===== src/rtl/alu_mc_if.sv =====
// Operation/result handshake bundle for alu_mc. The slave modport is the ALU
// side; the master modport is whoever issues operations and consumes results.
interface alu_mc_if #(
    parameter int WIDTH = 16,
    parameter int LANE  = 4
);
    // A transfer happens on a rising edge where valid and ready are both high;
    // the sender holds its payload stable from raising valid until that edge.
    logic             in_valid;
    logic             in_ready;
    logic [WIDTH-1:0] ALU_In1;
    logic [WIDTH-1:0] ALU_In2;
    logic [3:0]       Opcode;
    logic             out_valid;
    logic             out_ready;
    logic [WIDTH-1:0] ALU_Out;
    logic             N_Flag;
    logic             Z_Flag;
    logic             V_Flag;
    logic             Illegal_Op;

    modport slave (
        input  in_valid, ALU_In1, ALU_In2, Opcode, out_ready,
        output in_ready, out_valid, ALU_Out, N_Flag, Z_Flag, V_Flag, Illegal_Op
    );

    modport master (
        output in_valid, ALU_In1, ALU_In2, Opcode, out_ready,
        input  in_ready, out_valid, ALU_Out, N_Flag, Z_Flag, V_Flag, Illegal_Op
    );
endinterface


===== src/rtl/alu_mc.sv =====
// Multi-cycle ALU: saturating add/sub, xor, lane-wise saturating add, and
// shifts/rotates that move one bit position per EXEC cycle.
module alu_mc #(
    parameter int WIDTH = 16,
    parameter int LANE  = 4
) (
    input  logic       clk,
    input  logic       rst,
    alu_mc_if.slave    bus,
    output logic [1:0] dbg_state
);
    localparam int AW = $clog2(WIDTH);
    localparam int NL = WIDTH / LANE;

    localparam logic [3:0] OP_ADD    = 4'b0000;
    localparam logic [3:0] OP_SUB    = 4'b0001;
    localparam logic [3:0] OP_XOR    = 4'b0010;
    localparam logic [3:0] OP_SLL    = 4'b0100;
    localparam logic [3:0] OP_SRA    = 4'b0101;
    localparam logic [3:0] OP_ROR    = 4'b0110;
    localparam logic [3:0] OP_PADDSB = 4'b0111;

    typedef enum logic [1:0] {
        IDLE = 2'd0,
        EXEC = 2'd1,
        DONE = 2'd2
    } state_t;

    state_t           state_q, state_d;
    logic [WIDTH-1:0] work_q;
    logic [WIDTH-1:0] out_q;
    logic [3:0]       op_q;
    logic [AW-1:0]    cnt_q;
    logic             n_q, z_q, v_q, ill_q;

    logic             accept;
    logic             is_shift;
    logic             start_exec;
    logic [AW-1:0]    amt;
    logic [WIDTH-1:0] res;
    logic             res_ov;
    logic             upd_nzv;
    logic             upd_z;
    logic             illegal;
    logic [WIDTH-1:0] step;
    logic             last_step;

    // Returns {overflow, saturated result} for a +/- b in two's complement.
    function automatic logic [WIDTH:0] sat_addsub(
        input logic [WIDTH-1:0] a,
        input logic [WIDTH-1:0] b,
        input logic             sub
    );
        logic [WIDTH-1:0] bb;
        logic [WIDTH-1:0] s;
        logic             ov;
        bb = sub ? ~b : b;
        s  = a + bb + {{(WIDTH-1){1'b0}}, sub};
        ov = (a[WIDTH-1] == bb[WIDTH-1]) && (s[WIDTH-1] != a[WIDTH-1]);
        if (ov) begin
            s = a[WIDTH-1] ? {1'b1, {(WIDTH-1){1'b0}}} : {1'b0, {(WIDTH-1){1'b1}}};
        end
        return {ov, s};
    endfunction

    // Independent saturating adds per LANE-bit slice; no carry crosses lanes.
    function automatic logic [WIDTH-1:0] paddsb(
        input logic [WIDTH-1:0] a,
        input logic [WIDTH-1:0] b
    );
        logic [WIDTH-1:0] r;
        logic [LANE-1:0]  la, lb, ls;
        logic             ov;
        r = '0;
        for (int i = 0; i < NL; i++) begin
            la = a[i*LANE +: LANE];
            lb = b[i*LANE +: LANE];
            ls = la + lb;
            ov = (la[LANE-1] == lb[LANE-1]) && (ls[LANE-1] != la[LANE-1]);
            if (ov) begin
                ls = la[LANE-1] ? {1'b1, {(LANE-1){1'b0}}} : {1'b0, {(LANE-1){1'b1}}};
            end
            r[i*LANE +: LANE] = ls;
        end
        return r;
    endfunction

    assign accept     = bus.in_valid && bus.in_ready;
    assign amt        = bus.ALU_In2[AW-1:0];
    assign is_shift   = (bus.Opcode == OP_SLL) || (bus.Opcode == OP_SRA) ||
                        (bus.Opcode == OP_ROR);
    assign start_exec = accept && is_shift && (amt != '0);
    assign last_step  = (cnt_q == AW'(1));

    // Single-cycle result, used for every opcode except a non-zero shift.
    always_comb begin
        res     = '0;
        res_ov  = 1'b0;
        upd_nzv = 1'b0;
        upd_z   = 1'b0;
        illegal = 1'b0;
        case (bus.Opcode)
            OP_ADD: begin
                {res_ov, res} = sat_addsub(bus.ALU_In1, bus.ALU_In2, 1'b0);
                upd_nzv       = 1'b1;
            end
            OP_SUB: begin
                {res_ov, res} = sat_addsub(bus.ALU_In1, bus.ALU_In2, 1'b1);
                upd_nzv       = 1'b1;
            end
            OP_XOR: begin
                res   = bus.ALU_In1 ^ bus.ALU_In2;
                upd_z = 1'b1;
            end
            OP_SLL, OP_SRA, OP_ROR: begin
                res   = bus.ALU_In1;
                upd_z = 1'b1;
            end
            OP_PADDSB: begin
                res = paddsb(bus.ALU_In1, bus.ALU_In2);
            end
            default: begin
                illegal = 1'b1;
            end
        endcase
    end

    always_comb begin
        step = work_q;
        case (op_q)
            OP_SLL:  step = {work_q[WIDTH-2:0], 1'b0};
            OP_SRA:  step = {work_q[WIDTH-1], work_q[WIDTH-1:1]};
            OP_ROR:  step = {work_q[0], work_q[WIDTH-1:1]};
            default: step = work_q;
        endcase
    end

    always_ff @(posedge clk) begin
        if (!rst) begin
            state_q <= IDLE;
        end else begin
            state_q <= state_d;
        end
    end

    always_comb begin
        state_d = state_q;
        case (state_q)
            IDLE: begin
                if (accept) begin
                    state_d = start_exec ? EXEC : DONE;
                end
            end
            EXEC: begin
                if (last_step) begin
                    state_d = DONE;
                end
            end
            DONE: begin
                if (bus.out_ready) begin
                    state_d = IDLE;
                end
            end
            default: state_d = IDLE;
        endcase
    end

    // Result and flags change only on the edge that enters DONE.
    always_ff @(posedge clk) begin
        if (!rst) begin
            work_q <= '0;
            out_q  <= '0;
            op_q   <= '0;
            cnt_q  <= '0;
            n_q    <= 1'b0;
            z_q    <= 1'b0;
            v_q    <= 1'b0;
            ill_q  <= 1'b0;
        end else begin
            case (state_q)
                IDLE: begin
                    if (accept) begin
                        op_q <= bus.Opcode;
                        if (start_exec) begin
                            work_q <= bus.ALU_In1;
                            cnt_q  <= amt;
                        end else begin
                            out_q <= res;
                            ill_q <= illegal;
                            if (upd_nzv) begin
                                n_q <= res[WIDTH-1];
                                z_q <= (res == '0);
                                v_q <= res_ov;
                            end
                            if (upd_z) begin
                                z_q <= (res == '0);
                            end
                        end
                    end
                end
                EXEC: begin
                    work_q <= step;
                    cnt_q  <= cnt_q - AW'(1);
                    if (last_step) begin
                        out_q <= step;
                        z_q   <= (step == '0);
                        ill_q <= 1'b0;
                    end
                end
                default: begin
                end
            endcase
        end
    end

    assign bus.in_ready   = (state_q == IDLE) && rst;
    assign bus.out_valid  = (state_q == DONE);
    assign bus.ALU_Out    = out_q;
    assign bus.N_Flag     = n_q;
    assign bus.Z_Flag     = z_q;
    assign bus.V_Flag     = v_q;
    assign bus.Illegal_Op = ill_q;
    assign dbg_state      = state_q;
endmodule


===== src/flat_wrapper.sv =====
// flat-port wrapper written by rule: the top's interface ports become plain ports
module alu_mc_flat 
#(
    parameter int WIDTH = 16,
    parameter int LANE  = 4
)
  (clk, rst, dbg_state, bus_in_valid, bus_ALU_In1, bus_ALU_In2, bus_Opcode, bus_out_ready, bus_in_ready, bus_out_valid, bus_ALU_Out, bus_N_Flag, bus_Z_Flag, bus_V_Flag, bus_Illegal_Op);
  alu_mc_if #(.WIDTH(WIDTH), .LANE(LANE)) bus_i ();
  input  logic clk;
  input  logic rst;
  output logic [1:0] dbg_state;
  input wire logic [$bits(bus_i.in_valid)-1:0] bus_in_valid;
  input wire logic [$bits(bus_i.ALU_In1)-1:0] bus_ALU_In1;
  input wire logic [$bits(bus_i.ALU_In2)-1:0] bus_ALU_In2;
  input wire logic [$bits(bus_i.Opcode)-1:0] bus_Opcode;
  input wire logic [$bits(bus_i.out_ready)-1:0] bus_out_ready;
  output wire logic [$bits(bus_i.in_ready)-1:0] bus_in_ready;
  output wire logic [$bits(bus_i.out_valid)-1:0] bus_out_valid;
  output wire logic [$bits(bus_i.ALU_Out)-1:0] bus_ALU_Out;
  output wire logic [$bits(bus_i.N_Flag)-1:0] bus_N_Flag;
  output wire logic [$bits(bus_i.Z_Flag)-1:0] bus_Z_Flag;
  output wire logic [$bits(bus_i.V_Flag)-1:0] bus_V_Flag;
  output wire logic [$bits(bus_i.Illegal_Op)-1:0] bus_Illegal_Op;
  assign bus_i.in_valid = bus_in_valid;
  assign bus_i.ALU_In1 = bus_ALU_In1;
  assign bus_i.ALU_In2 = bus_ALU_In2;
  assign bus_i.Opcode = bus_Opcode;
  assign bus_i.out_ready = bus_out_ready;
  assign bus_in_ready = bus_i.in_ready;
  assign bus_out_valid = bus_i.out_valid;
  assign bus_ALU_Out = bus_i.ALU_Out;
  assign bus_N_Flag = bus_i.N_Flag;
  assign bus_Z_Flag = bus_i.Z_Flag;
  assign bus_V_Flag = bus_i.V_Flag;
  assign bus_Illegal_Op = bus_i.Illegal_Op;
  alu_mc #(.WIDTH(WIDTH), .LANE(LANE)) u_core (.clk(clk), .rst(rst), .bus(bus_i), .dbg_state(dbg_state));
endmodule

===== config.mk =====
export PLATFORM = sky130hd
export DESIGN_NAME = alu_mc_flat
export DESIGN_NICKNAME = d
export VERILOG_FILES = /design/src/rtl/alu_mc_if.sv /design/src/rtl/alu_mc.sv /design/src/flat_wrapper.sv
export SDC_FILE = /design/constraint.sdc
export NUM_CORES = 1
export LEC_CHECK = 0
export BUFFER_PORTS_ARGS = -buffer_cell sky130_fd_sc_hd__buf_2
export CAP_MARGIN = 10
export CORE_MARGIN = 5
export CORE_UTILIZATION = 50
export CTS_BUF_LIST = sky130_fd_sc_hd__clkbuf_4
export DETAILED_ROUTE_END_ITERATION = 6
export MAX_ROUTING_LAYER = met4
export PLACE_DENSITY_LB_ADDON = 0.12
export SKIP_CTS_REPAIR_TIMING = 1
export SYNTH_ARGS = -nofsm -noshare
export SYNTH_HDL_FRONTEND = slang
export SYNTH_SLANG_ARGS = --single-unit

===== constraint.sdc =====
create_clock -name clk -period 3.85 [get_ports clk]
set_clock_uncertainty 0.2 [all_clocks]
set_input_delay 0.1925 -clock clk [delete_from_list [all_inputs] [get_ports clk]]
set_output_delay 0.1925 -clock clk [all_outputs]
set_load 0.05 [all_outputs]

# Word-level counts from Yosys, hierarchy flattened
# Cells that the tools add are included.
# totals
output_inout_bits,24
register_bits,46
inputBits,40
wordCells,119
# op_classes
reduce_logical,28
bitwise_logic,3
add_sub_neg,8
n_eq_ne,29
n_mux,42
# ops
operator,n
2-to-1 mux 16 bit,8
case mux 16 bit (5 select lines),1
case mux 16 bit (2 select lines),2
case mux 16 bit (3 select lines),1
2-to-1 mux 4 bit,10
adder 16 bit,2
logical NOT 16 bit,2
"== test 4 x 3 -> 1 bit, second input constant",7
"adder 16 x 1 -> 16 bit, second input constant",1
adder 4 bit,4
NOT 16 bit,1
XOR 16 bit,1
2-to-1 mux 1 bit,11
logical AND 1 bit,10
"== test 4 x 1 -> 1 bit, second input constant",2
2-to-1 mux 2 bit,4
case mux 4 bit (2 select lines),1
AND reduction 4 bit,2
OR reduction 7 bit,1
inequality test 1 bit,6
"inequality test 2 x 1 -> 1 bit, second input constant",3
case mux 1 bit (2 select lines),3
case mux 2 bit (3 select lines),1
AND reduction 3 bit,2
other kinds (18),24

# Logic depth before layout (Yosys ltp)
# Gate-level depths: netlist of run 1.
# logic_depth
word_depth,13
ltp_mapped,14
mapped_depth_nobuf,14

# Worst setup path before layout of run 1
# Ideal clock, no wire load.
# synth_path
kind,register to register
startpoint,"register u_core.state_q[0], in the netlist u_core.dbg_state[0]"
endpoint,register u_core.work_q[4]
path_stages_with_launch,11
required_time_ns,3.522
setup_ns,0.128
path_buffers,2
t_arrival_ns,3.395
slack_ns,0.127
period_less_slack_ns,3.723
path_cell_list,dfxtp_1 -> clkbuf_1 -> nor3b_1 -> and2_1 -> and3_1 -> nor2_1 -> nor2_1 -> clkbuf_1 -> o21ai_0 -> o21ai_0 -> nor2_1
# synth_between
elab_chain_len,7
elab_cells_between_ends,11
classes_between,eq/ne (3); mux (1); reduce/logical (7)
# synth_lines
element,line,rtl
"start, declared",alu_mc.sv:29,"state_t state_q, state_d;"
"start signal, assigned",alu_mc.sv:142,state_q <= state_d;
logical NOT 2 bit (*),alu_mc.sv:216,assign bus.in_ready = (state_q == IDLE) && rst;
logical AND 1 bit (*),alu_mc.sv:216,
via bus_in_ready,flat_wrapper.sv:17,output wire logic [$bits(bus_i.in_ready)-1:0] bus_in_ready;
logical AND 1 bit (*),alu_mc.sv:88,assign accept = bus.in_valid && bus.in_ready;
logical AND 1 bit (2 in series),alu_mc.sv:92,assign start_exec = accept && is_shift && (amt != '0);
inequality test 2 x 1 -> 1 bit (no source line),--,
AND reduction 3 bit (no source line) (*),--,
"end signal, assigned",alu_mc.sv:185,work_q <= bus.ALU_In1;
"end signal, assigned",alu_mc.sv:202,work_q <= step;
"end, declared",alu_mc.sv:30,logic [WIDTH-1:0] work_q;
# Mark *: on every way through the listed nets, which the timed path passes. The rest lies on a longest branch.
# A chain may end at the register's enable or synchronous reset.

# Final worst setup path of run 1
# layout_path
startpoint,input bus_ALU_In2[0]
endpoint,"register u_core.z_q, in the netlist u_core.bus.Z_Flag"
# layout_between
elab_chain_len,13
elab_cells_between_ends,26
classes_between,add/sub (4); eq/ne (4); mux (9); bitwise (2); reduce/logical (7)
# layout_lines
element,line,rtl
"start, declared",flat_wrapper.sv:14,input wire logic [$bits(bus_i.ALU_In2)-1:0] bus_ALU_In2;
NOT 16 bit,--,
adder 16 bit,alu_mc.sv:58,"s = a + bb + {{(WIDTH-1){1'b0}}, sub};"
adder 16 x 1 -> 16 bit,alu_mc.sv:58,
inequality test 1 bit,alu_mc.sv:59,ov = (a[WIDTH-1] == bb[WIDTH-1]) && (s[WIDTH-1] != a[WIDTH-1]);
logical AND 1 bit,alu_mc.sv:59,
2-to-1 mux 16 bit,alu_mc.sv:60,if (ov) begin
case mux 16 bit (5 select lines),alu_mc.sv:102,case (bus.Opcode)
logical NOT 16 bit,"alu_mc.sv:192, alu_mc.sv:196",
2-to-1 mux 1 bit,alu_mc.sv:190,if (upd_nzv) begin
2-to-1 mux 1 bit,alu_mc.sv:195,if (upd_z) begin
2-to-1 mux 1 bit,alu_mc.sv:184,if (start_exec) begin
2-to-1 mux 1 bit,alu_mc.sv:182,if (accept) begin
case mux 1 bit (2 select lines),alu_mc.sv:180,case (state_q)
"end signal, assigned",alu_mc.sv:192,z_q <= (res == '0);
"end signal, assigned",alu_mc.sv:196,z_q <= (res == '0);
"end signal, assigned",alu_mc.sv:206,z_q <= (step == '0);
"end, declared",alu_mc.sv:34,"logic n_q, z_q, v_q, ill_q;"
# Parallel ways exist; a longest one is shown, timed or not. The select of a mux whose other input is x is not followed.

==> qor.yml, run 1 <==
timing:
  setup_violations: 0
  hold_violations: 1
  unrepaired_setup_endpoints_after_global_routing: "false"
  achievable-frequency_mhz: 279
  post-route-min-period_ns: 3.58
  maxSlewViolCount: 0
  slew_headroom: 0.444
  worst_setup_slack_final_ns: 0.269
  final_hold_slack_ns: -0.0117
  final.setup.tns_ns: 0
  post-route-period-util: 0.930
  max_slew.worst_pin.slew_ns: 0.833
critical_path:
  crit_path_kind: "input port to flip-flop"
  max_stage_delay_ns: 0.58
  crit_fanout: 8
  cp-end-kind: "flip-flop"
  critical_path.top_delay_family: "compound AO/OA/AOI/OAI gates"
  cell_with_the_biggest_individual_delay_on_the_critical_path: "sky130_fd_sc_hd__or4_4"
  critical_path.startpoint_type: "input port"
  crit_top_cell: "sky130_fd_sc_hd__a211o_2"
  req_time_crit_path_ns: 3.98
  worstPathCellList: "dlygate4sd3_1 -> buf_2 -> ha_1 -> nor2b_1 -> o311a_1 -> o31ai_1 -> a211o_2 -> a211o_2 -> nor2_1 -> or4_4 -> nor4_2 -> nand4_1 -> o21ai_1"
  critical_path_buf_inv_count: 2
  cp_data_arrival_time_ns: 3.71
power:
  max-vdd-ir-drop_mv: 0.175
  power.leakage_nw: 2.37
  post-layout-total-power_w: 0.00150
  power_per_cell_area_mw_per_mm2: 250
finish:
  syn2layout_area_growth_pct: 9.64
  drive_above_1_share: 0.138
  fin_nets: 915
  post-route-cell-area_sq_mm: 0.00602
  filler_cell_count: 1080
synthesis:
  synth_adder_area_share: 0.0930
  syn-num-nets: 875
  synth.distinct_cells: 76
  synth.top_cells.by_count: "91 x sky130_fd_sc_hd__nand2_1, 84 x sky130_fd_sc_hd__a21oi_1, 67 x sky130_fd_sc_hd__nor2_1, 57 x sky130_fd_sc_hd__o21ai_0, 47 x sky130_fd_sc_hd__clkbuf_1"
  synth-xor-area-share: 0.0287
  ys_ff_latch: 46
  synth_area_per_cell_sq_um: 6.88
  synth_compound_area_frac: 0.377
  post_synth_main_area_contributors: "sky130_fd_sc_hd__dfxtp_1 17%, sky130_fd_sc_hd__a21oi_1 7.7%, sky130_fd_sc_hd__ha_1 7.3%, sky130_fd_sc_hd__nand2_1 6.2%, sky130_fd_sc_hd__o21ai_0 5.2%"
  ys_warn_count: 0
  synth_simple_gate_area_share: 0.246
  synth.yosys.seq_area_share: 0.168
  synthDominantCellAreaShare: 0.168
  synth_top_area_cell: "sky130_fd_sc_hd__dfxtp_1"
  synth.area.mux_share: 0.0157
  post_synth_inst_count: 798
  syn_area_sq_mm: 0.00549
  dominant_combinational_cell_family_by_area_after_synthesis: "compound AO/OA/AOI/OAI gates"
  post-synth-top-count-cell: "sky130_fd_sc_hd__nand2_1"
  synth_top_flop_cell: "sky130_fd_sc_hd__dfxtp_1"
  async_flop_share: 0
  synth_enable_flop_cells: 0
status:
  run_status: "finished, violations left"
  failed_checks: "hold timing"
clock_tree:
  tritoncts_num_sinks: 46
  cts_tree: "built"
  worst_skew_pair.late_latency_ns: 0.38
  ctsHtreeMaxLevel: 2
  clk_pin_slew_ns: 0.13
  cts.root.buffer_cell: "sky130_fd_sc_hd__clkbuf_4"
  maximum_count_of_clock_buffers_along_a_single_path: 2
  numCtsBuffers: 5
die:
  row_count: 38
  core_area_sq_mm: 0.0108
  dieArea_sq_mm: 0.0132
  die_w_um: 115
  num_io_pins: 64
  floorplan.initialDensity: 0.509
  die_h_um: 115
routing:
  routedWlPerCell_um: 21.8
  detail_route.iter0.violations: 910
  antenna_left: 0
  drt_wl_total_um: 21400
  dr_drc_count: 0
  drt-vias-per-instance: 6.53
  num_vias: 6400
  drt-pass1-iter-count: 6
global_route:
  overflow: 0
  grt_pass1_wl_um: 33500
  grt_start_max_net_pins: 41
  initial_antenna_violation_count: 2
  grt_pass1_vias: 6138
  grt_usage: 0.330
placed_design:
  placed_area_sq_mm: 0.00591
  port-buffer-count: 63
  detailedPlacementHpwl_um: 16700
  dp_slack_ns: 0.195
  gp_congestion: 1.01
worst_hold_path:
  hp-class: "input port to flip-flop"
run:
  drv.max_cap_violation_count: 0
-- cell usage in the layout, fill, tap and decap left out, drive strengths merged, types with 4 or more instances in the layout --
cell type and instances:
nand4 9, a31oi 7, o22ai 16, buf 84
a211o 7, nor2 67, a211oi 33, and2 7
nor4 12, nor3 19, nor2b 14, dfxtp 46
o211ai 14, nand2 91, and3 6, a2111oi 4
a221oi 7, fa 5, a21boi 7, nand2b 16
o21bai 4, xnor2 14, xor2 4, nand3 16
clkbuf 7, mux2 5, nor3b 7, o21ai 61
a21o 7, dlygate4sd3 5, inv 42, a311oi 5
o21a 8, o221ai 12, ha 32, a21oi 84
o31ai 12
-- cell families after synthesis --
family,after synthesis
flops,46
fa+ha+maj,38
buf+inv,99
xor+xnor,18
compound gates,310
simple gates,279
mux,8
-- state kept, by name, summed over array words and instances (netlist names) --
name	flops
u_core.bus.N_Flag	1
u_core.bus.Illegal_Op	1
u_core.op_q	4
u_core.bus.Z_Flag	1
u_core.work_q	16
u_core.bus.V_Flag	1
u_core.cnt_q	4
u_core.dbg_state	2
u_core.bus.ALU_Out	16
-- power breakdown --
part	internal [W]	total (W)	switching (W)
combinational	0.000266	0.000746	0.000480
clock	0.0000831	0.000236	0.000153
sequential	0.000495	0.000521	0.0000255
total	0.000845	0.00150	0.000659
-- path summary, 6_finish.rpt --
check | start | endpoint | slack (ns) | depth (start not counted)
worst max-delay path | bus_ALU_In2[0] | u_core.bus.Z_Flag$_SDFFE_PN0P_ | 0.27 | 13
worst min-delay path | bus_Opcode[0] | u_core.op_q[0]$_SDFFE_PN0P_ | -0.01 | 3
worst max register to register | u_core.dbg_state[1]$_SDFFE_PN0P_ | u_core.work_q[10]$_SDFFE_PN0P_ | 0.83 | 9
worst min register to register | u_core.bus.ALU_Out[10]$_SDFFE_PN0P_ | u_core.bus.ALU_Out[10]$_SDFFE_PN0P_ | 0.26 | 2
-- through the flow --
step,utilization,cells
final,0.558,980
after global routing,0.558,980
after CTS,0.553,973
after detailed placement,0.548,966
after global placement,0.548,966
after floorplan,-,798
-- tightest hold or removal path: stages --
cell                      delay [ns]
sky130_fd_sc_hd__buf_2          0.18
sky130_fd_sc_hd__nand2_1        0.09
sky130_fd_sc_hd__o21ai_0        0.07
-- layout make-up --
cell class	count	area [sq um]	share of cell area
well taps	140	175	0.0291
clock buffers	7	52.6	0.00873
diodes	2	5.00	0.000832
multi-input cells	653	4180	0.694
repair buffers	89	523	0.0869
flip-flops and latches	46	921	0.153
inverters	43	164	0.0272
-- metal layers --
metal  GRT usage  share of wire
met1       0.425           0.43
met2       0.546           0.48
met3      0.0332          0.062
met5           -              0
met4       0.104          0.027
Note: power is estimated with default switching activity, not from simulation.
==> run 2, diff against run 1 <==
--- a/config.mk
+++ b/config.mk
@@ -7,6 +7,7 @@
 export LEC_CHECK = 0
 export BUFFER_PORTS_ARGS = -buffer_cell sky130_fd_sc_hd__buf_2
 export CAP_MARGIN = 10
+export CORE_ASPECT_RATIO = 1.1
 export CORE_MARGIN = 5
 export CORE_UTILIZATION = 50
 export CTS_BUF_LIST = sky130_fd_sc_hd__clkbuf_4
==> constraint.sdc (replaced) <==
create_clock -name clk -period 3.85 [get_ports clk]
set_clock_uncertainty 0.2 [all_clocks]
set_input_delay 0.77 -clock clk [delete_from_list [all_inputs] [get_ports clk]]
set_output_delay 0.77 -clock clk [all_outputs]
set_load 0.05 [all_outputs]
==> run 2 against run 1 <==
Compared with the run above:
- the run now ends clean
- cell area up 9.0%
- critical path depth up 2
- sequential share of layout area down 1.3 points
- hold slack better by 0.28 ns
- wire length down 1.4%
- combinational power up 12%
- first-iteration DRC count down 20%
- fmax down 2.2%
- largest power group unchanged
- global-route usage down 0.39 points
- setup slack worse by 0.080 ns
==> qor.yml, run 2 (same netlist as run 1, synthesis figures left out) <==
status:
  run_status: "completed"
placed_design:
  gp_congestion: 0.985  # -2.9%
  port-buffer-count: 63  # unchanged
  detailedPlacementHpwl_um: 17000  # +1.3%
  placed_area_sq_mm: 0.00650  # +10%
  dp_slack_ns: -0.181  # -0.376 ns
critical_path:
  worstPathCellList: "buf_2 -> inv_1 -> ha_1 -> a21o_1 -> nor2_1 -> buf_4 -> a211oi_1 -> buf_4 -> a211oi_1 -> nor4_1 -> o311ai_0 -> nand3b_1 -> nor4_1 -> nand4_1 -> o21ai_1"
  crit_fanout: 7  # -1
  critical_path.startpoint_type: "input port"
  req_time_crit_path_ns: 3.98  # about the same
  crit_path_kind: "input port to flip-flop"
  cp-end-kind: "flip-flop"
  critical_path_buf_inv_count: 4  # +2
  cell_with_the_biggest_individual_delay_on_the_critical_path: "sky130_fd_sc_hd__nor4_1"
  critical_path.top_delay_family: "simple AND/OR/NAND/NOR gates"
  max_stage_delay_ns: 0.46  # -0.12 ns
  cp_data_arrival_time_ns: 3.79  # +0.08 ns
routing:
  num_vias: 6639  # +3.7%
  dr_drc_count: 0  # unchanged
  drt_wl_total_um: 21100  # -1.4%
  antenna_left: 0  # unchanged
  drt-pass1-iter-count: 6  # unchanged
  routedWlPerCell_um: 20.0  # -8.5%
  drt-vias-per-instance: 6.29  # -3.7%
  detail_route.iter0.violations: 724  # -20%
finish:
  fin_nets: 984  # +7.5%
  filler_cell_count: 1105  # +2.3%
  fin_util: 0.604  # +0.0465
  syn2layout_area_growth_pct: 19.5
  post-route-cell-area_sq_mm: 0.00656  # +9.0%
  layout_common_cells: "93 x sky130_fd_sc_hd__buf_4, 91 x sky130_fd_sc_hd__nand2_1, 84 x sky130_fd_sc_hd__a21oi_1"
  final_common_cell: "sky130_fd_sc_hd__buf_4"
  drive_above_1_share: 0.210  # +0.0719
power:
  power_per_cell_area_mw_per_mm2: 242  # -3.2%
  max-vdd-ir-drop_mv: 0.176  # +0.11%
  power.leakage_nw: 2.71  # +14%
timing:
  worst_setup_slack_final_ns: 0.189  # -0.0802 ns
  achievable-frequency_mhz: 273  # -2.2%
  slew_headroom: 0.510  # +0.0666
  hold_violations: 0  # -1
  setup_violations: 0  # unchanged
  unrepaired_setup_endpoints_after_global_routing: "false"
  maxSlewViolCount: 0  # unchanged
  final_hold_slack_ns: 0.264  # +0.276 ns
  max_slew.worst_pin.slew_ns: 0.728  # -0.105 ns
  post-route-min-period_ns: 3.66  # +0.0802 ns
  post-route-period-util: 0.951  # +0.0208
clock_tree:
  tritoncts_num_sinks: 46  # unchanged
  cts_tree: "built"
  numCtsBuffers: 5  # unchanged
  ctsHtreeMaxLevel: 2  # unchanged
  cts.root.buffer_cell: "sky130_fd_sc_hd__clkbuf_4"
  worst_skew_pair.late_latency_ns: 0.38  # about the same
  maximum_count_of_clock_buffers_along_a_single_path: 2  # unchanged
  clk_pin_slew_ns: 0.15  # +0.02 ns
die:
  floorplan.initialDensity: 0.505  # -0.00316
  num_io_pins: 64  # unchanged
  die_w_um: 110  # -4.2%
  die_h_um: 120  # +4.5%
  row_count: 40  # +5.3%
  core_area_sq_mm: 0.0109  # +0.63%
  dieArea_sq_mm: 0.0132  # about the same
run:
  drv.max_cap_violation_count: 0  # unchanged
global_route:
  grt_usage: 0.326  # -0.00389
  grt_pass1_vias: 6354  # +3.5%
  initial_antenna_violation_count: 1  # -1
  grt_start_max_net_pins: 42  # +2.4%
  overflow: 0  # unchanged
  grt_pass1_wl_um: 33200  # -0.89%
worst_hold_path:
  hp-class: "flip-flop to flip-flop"
run 2: changes by cell type in the layout (fill, tap and decap cells not counted), moves of 2 or more:
cell                            change
sky130_fd_sc_hd__buf_12             +2
sky130_fd_sc_hd__clkbuf_4           -2
sky130_fd_sc_hd__buf_4             +72
sky130_fd_sc_hd__dlygate4sd3_1      -5
run 2: through the flow:
step	total power, W	TNS (ns)	cells
6_report	0.00159	0	1056
5_1_grt	0.00168	0	1056
3_5_place_dp	0.00134	-0.630	1047
3_3_place_gp	0.00133	-0.351	1047
2_1_floorplan	0.00104	0	798
4_1_cts	0.00158	0	1055
run 2: power by group:
part	total [W]	switching [W]	leakage, nW	internal (W)
registers	0.000517	0.0000220	0.373	0.000495
clock network	0.000235	0.000166	0.0286	0.0000681
logic	0.000835	0.000498	2.31	0.000337
run 2: worst paths after layout:
kind | from | end | slack, ns | cells past startpoint
setup / recovery | bus_ALU_In2[4] | u_core.bus.Z_Flag$_SDFFE_PN0P_ | 0.19 | 15
setup reg to reg | u_core.dbg_state[1]$_SDFFE_PN0P_ | u_core.bus.Z_Flag$_SDFFE_PN0P_ | 1.07 | 10
hold / removal | u_core.bus.Illegal_Op$_SDFFE_PN0P_ | u_core.bus.Illegal_Op$_SDFFE_PN0P_ | 0.26 | 2
hold reg to reg | u_core.bus.Illegal_Op$_SDFFE_PN0P_ | u_core.bus.Illegal_Op$_SDFFE_PN0P_ | 0.26 | 2
run 2: worst min-delay path, stage by stage (launching register included):
cell	delay, ns
sky130_fd_sc_hd__dfxtp_1	0.34
sky130_fd_sc_hd__nand2_1	0.05
sky130_fd_sc_hd__a21oi_1	0.05
run 2: final cells by class:
type                            count  area (sq um)  share of cell area
Multi-Input combinational cell    653          4180               0.637
Timing Repair Buffer              158          1050               0.161
Sequential cell                    46           921               0.140
Tap cell                          147           184              0.0280
Inverter                           43           164              0.0250
Clock buffer                        5          37.5             0.00572
Clock inverter                      3          16.3             0.00248
Antenna cell                        1          2.50            0.000381
run 2: layer usage:
metal	GRT usage	vias to the layer above	routed length, um
li1	-	3179	-
met1	0.408	3088	8700
met2	0.537	312	10100
met3	0.0247	60	1350
met4	0.136	0	896
met5	-	-	0
